===== src/rtl/sound_delay_timer_pkg.sv =====
// Shared constants for the sound/delay timer peripheral: register map,
// CTRL bit positions and tone FSM encoding.
`timescale 1ns/1ps
package sound_delay_timer_pkg;

    localparam logic [1:0] REG_DELAY  = 2'd0;
    localparam logic [1:0] REG_SOUND  = 2'd1;
    localparam logic [1:0] REG_CTRL   = 2'd2;
    localparam logic [1:0] REG_STATUS = 2'd3;

    localparam int CTRL_IRQEN  = 0;
    localparam int CTRL_BEEPEN = 1;
    localparam int CTRL_IRQCLR = 2;

    typedef enum logic {
        TONE_IDLE = 1'b0,
        TONE_RUN  = 1'b1
    } tone_state_e;

endpackage


===== src/rtl/sound_delay_timer_pulse_divider.sv =====
// Free-running modulo-DIV counter emitting a one-cycle pulse at count DIV-1.
// clr holds the count at zero and suppresses the pulse.
`timescale 1ns/1ps
module pulse_divider #(
    parameter int DIV = 2,
    parameter int W   = (DIV > 1) ? $clog2(DIV) : 1
) (
    input  logic clk,
    input  logic rst,
    input  logic clr,
    output logic pulse
);

    localparam logic [W-1:0] LAST = W'(DIV - 1);

    logic [W-1:0] cnt_q, cnt_d;

    always_comb begin
        pulse = !clr && (cnt_q == LAST);
        cnt_d = cnt_q + 1'b1;
        if (clr || pulse) begin
            cnt_d = '0;
        end
    end

    always_ff @(posedge clk or posedge rst) begin
        if (rst) begin
            cnt_q <= '0;
        end else begin
            cnt_q <= cnt_d;
        end
    end

endmodule


===== src/rtl/sound_delay_timer.sv =====
// 60 Hz delay/sound timer peripheral with beeper tone and delay-expiry interrupt.
// Tone FSM:  TONE_IDLE | beeper low, tone counter held at 0
//            TONE_RUN  | tone counter running, beeper toggles each half-period
`timescale 1ns/1ps
module sound_delay_timer
    import sound_delay_timer_pkg::*;
#(
    parameter int TICK_DIV = 833333,
    parameter int TONE_DIV = 62500
) (
    input  logic       clk,
    input  logic       rst,
    input  logic       wrEn,
    input  logic [1:0] regAddr,
    input  logic [7:0] wrData,
    output logic [7:0] rdData,
    output logic       beeper,
    output logic       timerIrq
);

    logic        tick;
    logic        tone_pulse;
    tone_state_e state_q, state_d;
    logic [7:0]  delay_q, delay_d;
    logic [7:0]  sound_q, sound_d;
    logic        irq_en_q, irq_en_d;
    logic        beep_en_q, beep_en_d;
    logic        pend_q, pend_d;
    logic        beeper_q, beeper_d;
    logic        wr_delay, wr_sound, wr_ctrl, irq_set;

    pulse_divider #(.DIV(TICK_DIV), .W($clog2(TICK_DIV))) u_tick (
        .clk   (clk),
        .rst   (rst),
        .clr   (1'b0),
        .pulse (tick)
    );

    pulse_divider #(.DIV(TONE_DIV), .W($clog2(TONE_DIV + 1))) u_tone (
        .clk   (clk),
        .rst   (rst),
        .clr   (state_q == TONE_IDLE),
        .pulse (tone_pulse)
    );

    always_comb begin
        wr_delay  = wrEn && (regAddr == REG_DELAY);
        wr_sound  = wrEn && (regAddr == REG_SOUND);
        wr_ctrl   = wrEn && (regAddr == REG_CTRL);

        delay_d = delay_q;
        if (wr_delay) begin
            delay_d = wrData;
        end else if (tick && (delay_q != 8'd0)) begin
            delay_d = delay_q - 8'd1;
        end

        sound_d = sound_q;
        if (wr_sound) begin
            sound_d = wrData;
        end else if (tick && (sound_q != 8'd0)) begin
            sound_d = sound_q - 8'd1;
        end

        // A DELAY write on the tick cycle pre-empts the 1->0 expiry.
        irq_set = tick && !wr_delay && (delay_q == 8'd1);

        irq_en_d  = wr_ctrl ? wrData[CTRL_IRQEN]  : irq_en_q;
        beep_en_d = wr_ctrl ? wrData[CTRL_BEEPEN] : beep_en_q;

        pend_d = pend_q;
        if (irq_set) begin
            pend_d = 1'b1;
        end else if (wr_ctrl && wrData[CTRL_IRQCLR]) begin
            pend_d = 1'b0;
        end
    end

    always_comb begin
        state_d  = state_q;
        beeper_d = 1'b0;
        case (state_q)
            TONE_IDLE: begin
                if ((sound_q != 8'd0) && beep_en_q) begin
                    state_d = TONE_RUN;
                end
            end
            TONE_RUN: begin
                if ((sound_q == 8'd0) || !beep_en_q) begin
                    state_d = TONE_IDLE;
                end else begin
                    beeper_d = tone_pulse ? !beeper_q : beeper_q;
                end
            end
            default: state_d = TONE_IDLE;
        endcase
    end

    always_ff @(posedge clk or posedge rst) begin
        if (rst) begin
            state_q   <= TONE_IDLE;
            delay_q   <= 8'd0;
            sound_q   <= 8'd0;
            irq_en_q  <= 1'b0;
            beep_en_q <= 1'b1;
            pend_q    <= 1'b0;
            beeper_q  <= 1'b0;
        end else begin
            state_q   <= state_d;
            delay_q   <= delay_d;
            sound_q   <= sound_d;
            irq_en_q  <= irq_en_d;
            beep_en_q <= beep_en_d;
            pend_q    <= pend_d;
            beeper_q  <= beeper_d;
        end
    end

    always_comb begin
        case (regAddr)
            REG_DELAY:  rdData = delay_q;
            REG_SOUND:  rdData = sound_q;
            REG_CTRL:   rdData = {5'b0, pend_q, beep_en_q, irq_en_q};
            REG_STATUS: rdData = {5'b0, pend_q, sound_q != 8'd0, delay_q != 8'd0};
            default:    rdData = 8'd0;
        endcase
    end

    assign beeper   = beeper_q;
    assign timerIrq = pend_q & irq_en_q;

endmodule


===== config.mk =====
export PLATFORM = sky130hd
export DESIGN_NAME = sound_delay_timer
export DESIGN_NICKNAME = d
export VERILOG_FILES = /design/src/rtl/sound_delay_timer_pkg.sv /design/src/rtl/sound_delay_timer_pulse_divider.sv /design/src/rtl/sound_delay_timer.sv
export SDC_FILE = /design/constraint.sdc
export NUM_CORES = 1
export LEC_CHECK = 0
export CORE_MARGIN = 2
export CORE_UTILIZATION = 50
export CTS_BUF_LIST = sky130_fd_sc_hd__clkbuf_2
export DETAILED_ROUTE_END_ITERATION = 16
export GPL_TIMING_DRIVEN = 0
export HOLD_SLACK_MARGIN = 0.05
export PLACE_DENSITY_LB_ADDON = 0.08
export SLEW_MARGIN = 20
export SYNTH_ARGS = -nofsm -noshare
export SYNTH_HDL_FRONTEND = slang
export SYNTH_HIERARCHICAL = 1
export SYNTH_SLANG_ARGS = --single-unit

===== constraint.sdc =====
create_clock -name clk -period 2.92 [get_ports clk]
set_clock_uncertainty 0.1 [all_clocks]
set_input_delay 0.584 -clock clk [delete_from_list [all_inputs] [get_ports clk]]
set_output_delay 0.584 -clock clk [all_outputs]
set_load 0.05 [all_outputs]

After elaboration in Yosys (flattened, before gate mapping)
Index checks and enable logic that the tools add are counted.

Equal/unequal tests: 7. Multiplexer cells: 15. $add $sub $neg: 4. Bitwise logic cells: 2. Reduce and logical (&&, ||, !) cells: 22.

Operators with widths (count): 8-bit 2-to-1 mux (4); 8-bit one-hot mux with 4 select lines (1); 20-bit by 1-bit adder with 20-bit output, second input constant (1); 20-bit equality test, second input constant (1); 20-bit 2-to-1 mux (1); 16-bit by 1-bit adder with 16-bit output, second input constant (1); 16-bit equality test, second input constant (1); 16-bit 2-to-1 mux (1); 8-bit nonzero test (2); 8-bit by 1-bit subtractor with 8-bit output, second input constant (2); 1-bit logical AND (10); 8-bit by 1-bit equality test with 1-bit output, second input constant (1); 8-bit zero test (1); 1-bit 2-to-1 mux (7); 2-bit nonzero test (3); 2-bit equality test, second input constant (2); 1-bit zero test (3); 3-bit by 2-bit != test with 1-bit output, second input constant (1); 2-bit by 1-bit equality test with 1-bit output, second input constant (1); 2-bit zero test (1); 1-bit logical OR (2); 1-bit one-hot mux with 2 select lines (1); 1-bit AND (1); 1-bit NOT (1).

Input port bits: 13. Register bits after elaboration: 57. Output and inout bits: 10.

Depth between registers and ports, before layout
Gate-level depths: netlist of run 1.

Depth after elaboration: 6. Gate-level depth with buffers: 9.

Hierarchy
Netlist of run 1, hierarchy kept.

By module, submodules not included: sound_delay_timer (area each 1387.6 µm², instances 1, seq. area each 526.8 µm², cells each 151); pulse_divider (u_tick) (area each 1082.3 µm², instances 1, seq. area each 500.5 µm², cells each 112); pulse_divider (u_tone) (area each 823.3 µm², instances 1, seq. area each 400.4 µm², cells each 83).

Worst setup path after synthesis of run 1
No wires, ideal clock.

Path type: in2out. Start: in regAddr[0]. End: out rdData[2]. Cell stages on the path: 3. Slack: 0.247 ns. Data required time: 2.236 ns. Buffers on the path: 1. Data arrival time: 1.989 ns. Cell sequence: buf_2 mux2i_1 o21ai_0.

Longest elaborated chain between the ends: 2.

Ends and longest elaborated chain: start, declared (line sound_delay_timer.sv:14) `input logic [1:0] regAddr,`; 2-bit equality test (tied with other cells) (line sound_delay_timer.sv:120) `case (regAddr)`; 8-bit one-hot mux with 4 select lines (*) (line sound_delay_timer.sv:120); end, declared (line sound_delay_timer.sv:16) `output logic [7:0] rdData,`.

Mark *: on every way between the ends. The rest lies on a longest branch, timed or not.

Worst setup path after layout of run 1
Same ends and word-level chain as after synthesis.

==> metrics.log, run 1 <==
[metrics] Hold Path End: u_tone/cnt_q[0]$_DFF_PP0_
[metrics] Synth cell types: 60
[metrics] transition at the pin with the smallest max-transition slack: 0.847 ns
[metrics] clock period minus final worst setup slack: between 2 and 3 ns
[metrics] slowest cell delay on critical path: 0.54 ns
[metrics] headroom to the max-slew limit: between 40% and 50%
[metrics] Ys Warns: 6
[metrics] hold buffer count at CTS: 0
[metrics] leakage power: 1.55 nW
[metrics] status: complete, no violations
[metrics] number of buffers created by CTS: 9
[metrics] peak fanout along the critical path: 10
[metrics] post-layout net count: slightly above 400
[metrics] final setup violating endpoints: 0
[metrics] number of filler cells placed in the layout: 564
[metrics] Detailed Routing Iterations Pass 1: 4
[metrics] deepest level of the CTS H-tree: 3
[metrics] depth of the worst register-to-register path: 9
[metrics] category of the worst setup path capture point: output port
[metrics] source of the worst hold timing path: u_tone/cnt_q[0]$_DFF_PP0_
[metrics] wirelength, routed: around 7300 um
[metrics] die width: 85.2 um
[metrics] max cap viols: 0
[metrics] reg-to-reg startpoint: u_tick/cnt_q[0]$_DFF_PP0_
[metrics] global route total overflow: 0
[metrics] final core area utilization: between 50 and 60%
[metrics] Final Slew Violations: 0
[metrics] overall track demand over capacity in global routing: 21.5%
[metrics] Area growth, synth to finish: 14.5%
[metrics] number of global-route vias before repair: about 2500
[metrics] cell area after synthesis: 0.00329 mm^2
[metrics] initial drt markers: 160
[metrics] maximum clock path buffer count: 2
[metrics] largest net degree at the start of global routing: 22
[metrics] Die Area: 0.00725 mm^2
[metrics] Clock Tree Root: sky130_fd_sc_hd__clkbuf_2
[metrics] global-route wire length before repair: ~12000 um
[metrics] initial standard-cell utilization of the core: 51.9%
[metrics] Buffers on Ports: 22
[metrics] series of cell instances along the critical path: clkdlybuf4s50_1 > buf_2 > mux2i_1 > o21ai_0 > dlygate4sd2_1
[metrics] Critical Path Slowest Stage Cell: sky130_fd_sc_hd__dlygate4sd2_1
[metrics] category of the most critical setup path: in -> out
[metrics] total negative setup slack: 0 ns
[metrics] cell type contributing the most total cell area after synthesis: sky130_fd_sc_hd__dfrtp_1
[metrics] Detailed Place HPWL: 5160 um
[metrics] CTS tree: built
[metrics] final antenna diode count: 0
[metrics] HP Class: reg -> reg
[metrics] sequential fraction of the synthesis area: ~43%
[metrics] Final Hold Fails: 0
[metrics] synthesized instance count: 346
[metrics] end of the worst register-to-register path: delay_q[5]$_DFFE_PP0P_
[metrics] Top Family by Delay on Critical Path: buffers and inverters
[metrics] clock transition at the register clock pins on the worst setup and hold paths after CTS: 0.13 ns
[metrics] Routed Antenna Nets: 0
[metrics] overall via count from detail_route: approximately 2600
[metrics] antenna violations before repair: 0
[metrics] cell area power density: approximately 440 mW/mm^2
[metrics] Routability Congestion: ~0.91
[metrics] top cells by area, synth: sky130_fd_sc_hd__dfrtp_1 (43%), sky130_fd_sc_hd__xnor2_1 (7.2%), sky130_fd_sc_hd__nor2_1 (7.0%), sky130_fd_sc_hd__ha_1 (3.0%), sky130_fd_sc_hd__nand3_1 (2.6%)
[metrics] ys flop type: sky130_fd_sc_hd__dfrtp_1
[metrics] number of remaining DRC errors: 0
[metrics] startpoint types: primary input
[metrics] core area: 0.00635 mm^2
[metrics] most used standard cells in the synthesized netlist: sky130_fd_sc_hd__nor2_1 (61), sky130_fd_sc_hd__dfrtp_1 (56), sky130_fd_sc_hd__xnor2_1 (27)
[metrics] worst reg2reg setup slack: around 0.15 ns
[metrics] final cycle utilization of the critical path: between 90 and 100%
[metrics] ratio of routed vias to standard cells: between 5 and 6
[metrics] EDFF count, synth: 0
[metrics] clock latency reported for the late side of the worst-skew pair: 0.44 ns
[metrics] IO Count: 23
[metrics] Cells on Worst Hold Path: 1
[metrics] proportion of layout cells with a drive suffix above 1: around 16%
[metrics] number of standard-cell rows in the floorplan: 29
[metrics] post-detailed-route wirelength per cell: approximately 16 um
[metrics] maximum clock frequency: approximately 350 MHz
[metrics] most instantiated library cell after synthesis: sky130_fd_sc_hd__nor2_1
[metrics] Chip Height: around 85 um
[metrics] worst endpoint required time: 2.24 ns
[metrics] sinks on the clock net: 57
[metrics] number of buffers and inverters on the critical path: 3
[metrics] share of flip-flops with an asynchronous set or reset: between 90% and 100%
[metrics] maximum vdd ir drop: 282 uV
[metrics] count of state elements after synthesis: 57
[metrics] Arr. time, crit path: 2.16 ns
[metrics] mean post-synth cell area: 9.52 um^2
[metrics] area share of the largest cell type after synthesis: between 40% and 50%
cell type report:
| class | count | area, um^2 | share of cell area [%] |
|---|---|---|---|
| buffer | 10 | 73.8 | 1.96 |
| clock buffer | 11 | 55.1 | 1.46 |
| clock inverter | 2 | 8.76 | 0.232 |
| inverter | 18 | 67.6 | 1.79 |
| multi-input combinational | 262 | 1780 | 47.3 |
| sequential | 57 | 1430 | 38.0 |
| tap | 77 | 96.3 | 2.55 |
| timing repair buffer | 28 | 254 | 6.74 |
cells in the final DEF, fill, tap and decap left out, drive strengths merged, types with 5 or more instances in the layout:
cell	count
nand3	18
a21oi	11
buf	14
and3	6
inv	18
ha	8
dlygate4sd2	6
nor4	8
nor3	9
nand4	11
a31oi	7
or4	5
nor2	61
xnor2	27
o21ai	8
clkbuf	15
nand2	20
dfrtp	56
xor2	8
mux2i	7
clkdlybuf4s50	14
cell families after synthesis:
logic type / Yosys count / synth area share (%)
AND/OR/NAND/NOR: 165 / 27.2
flip-flops: 57 / 43.4
AO/OA/AOI/OAI: 40 / 8.21
XOR/XNOR: 35 / 9.31
buffers and inverters: 28 / 4.25
multiplexers: 12 / 4.52
adder cells (fa/ha/maj): 8 / 3.04
other: 1 / 0.114
how the worst max path moves through the flow:
| stage | startpoint | endpoint | slack, ns | cells past startpoint |
|---|---|---|---|---|
| 2_1_floorplan | regAddr[0] | rdData[2] | 0.25 | 3 |
| 6_report | regAddr[0] | rdData[2] | 0.07 | 5 |
| 3_3_place_gp | regAddr[1] | rdData[0] | -0.50 | 4 |
| 3_5_place_dp | regAddr[1] | rdData[0] | -0.52 | 4 |
| 4_1_cts | delay_q[1]$_DFFE_PP0P_ | rdData[0] | 0.002 | 6 |
| 5_1_grt | delay_q[0]$_DFFE_PP0P_ | rdData[0] | -0.02 | 6 |
worst reg2reg max path, stage by stage, from the launching register on:
cell and delay [ns]:
sky130_fd_sc_hd__dfrtp_1 0.46, sky130_fd_sc_hd__inv_1 0.08, sky130_fd_sc_hd__ha_1 0.14, sky130_fd_sc_hd__nor4bb_2 0.34
sky130_fd_sc_hd__nand4_1 0.20, sky130_fd_sc_hd__nor2_4 0.24, sky130_fd_sc_hd__or3b_4 0.46, sky130_fd_sc_hd__a2111o_1 0.41
sky130_fd_sc_hd__xor2_1 0.15, sky130_fd_sc_hd__a21oi_1 0.15
registers in the layout, indices dropped and copies added, names as in the netlist:
signal and count:
beep_en_q 1, u_tone/cnt_q 16, pend_q 1, beeper 1, irq_en_q 1, u_tick/cnt_q 20, state_q 1, delay_q 8
sound_q 8
stage by stage:
step                worst slack (ns)  total power [mW]  cell area (um^2)  hold WS, ns  std cells
finish                        0.0714              1.67              3770        0.389        465
floorplan                      0.247              1.18              3300        0.342        347
CTS                          0.00205              1.67              3700        0.393        460
global placement              -0.503              1.29              3610        0.366        446
detailed placement            -0.518              1.29              3610        0.374        446
global route                 -0.0200              1.78              3770        0.441        465
timing repair:
item	4_1_cts	5_1_grt
setup endpoints to repair	11	7
pin swaps	1	0
resized for setup	25	11
setup buffers	1	5
metal layers:
metal	share of wire [%]	up-vias	global-route usage, %
met4	1.4	0	7.79
met5	0	-	0
met1	49	1259	32.3
li1	-	1298	-
met2	44	55	31.0
met3	5.9	10	3.89
report_power, final:
group,internal (mW),total [mW],switching [mW]
clock,0.102,0.362,0.260
combinational,0.157,0.365,0.208
sequential,0.851,0.940,0.0897
(Power assumes the default switching activity.)
==> run 2, diff against run 1 <==
--- a/config.mk
+++ b/config.mk
@@ -5,6 +5,7 @@
 export SDC_FILE = /design/constraint.sdc
 export NUM_CORES = 1
 export LEC_CHECK = 0
+export CAP_MARGIN = 25
 export CORE_MARGIN = 2
 export CORE_UTILIZATION = 50
 export CTS_BUF_LIST = sky130_fd_sc_hd__clkbuf_2
==> results of run 2 <==
The final DEF is identical to that of run 1; final timing and power are the same.
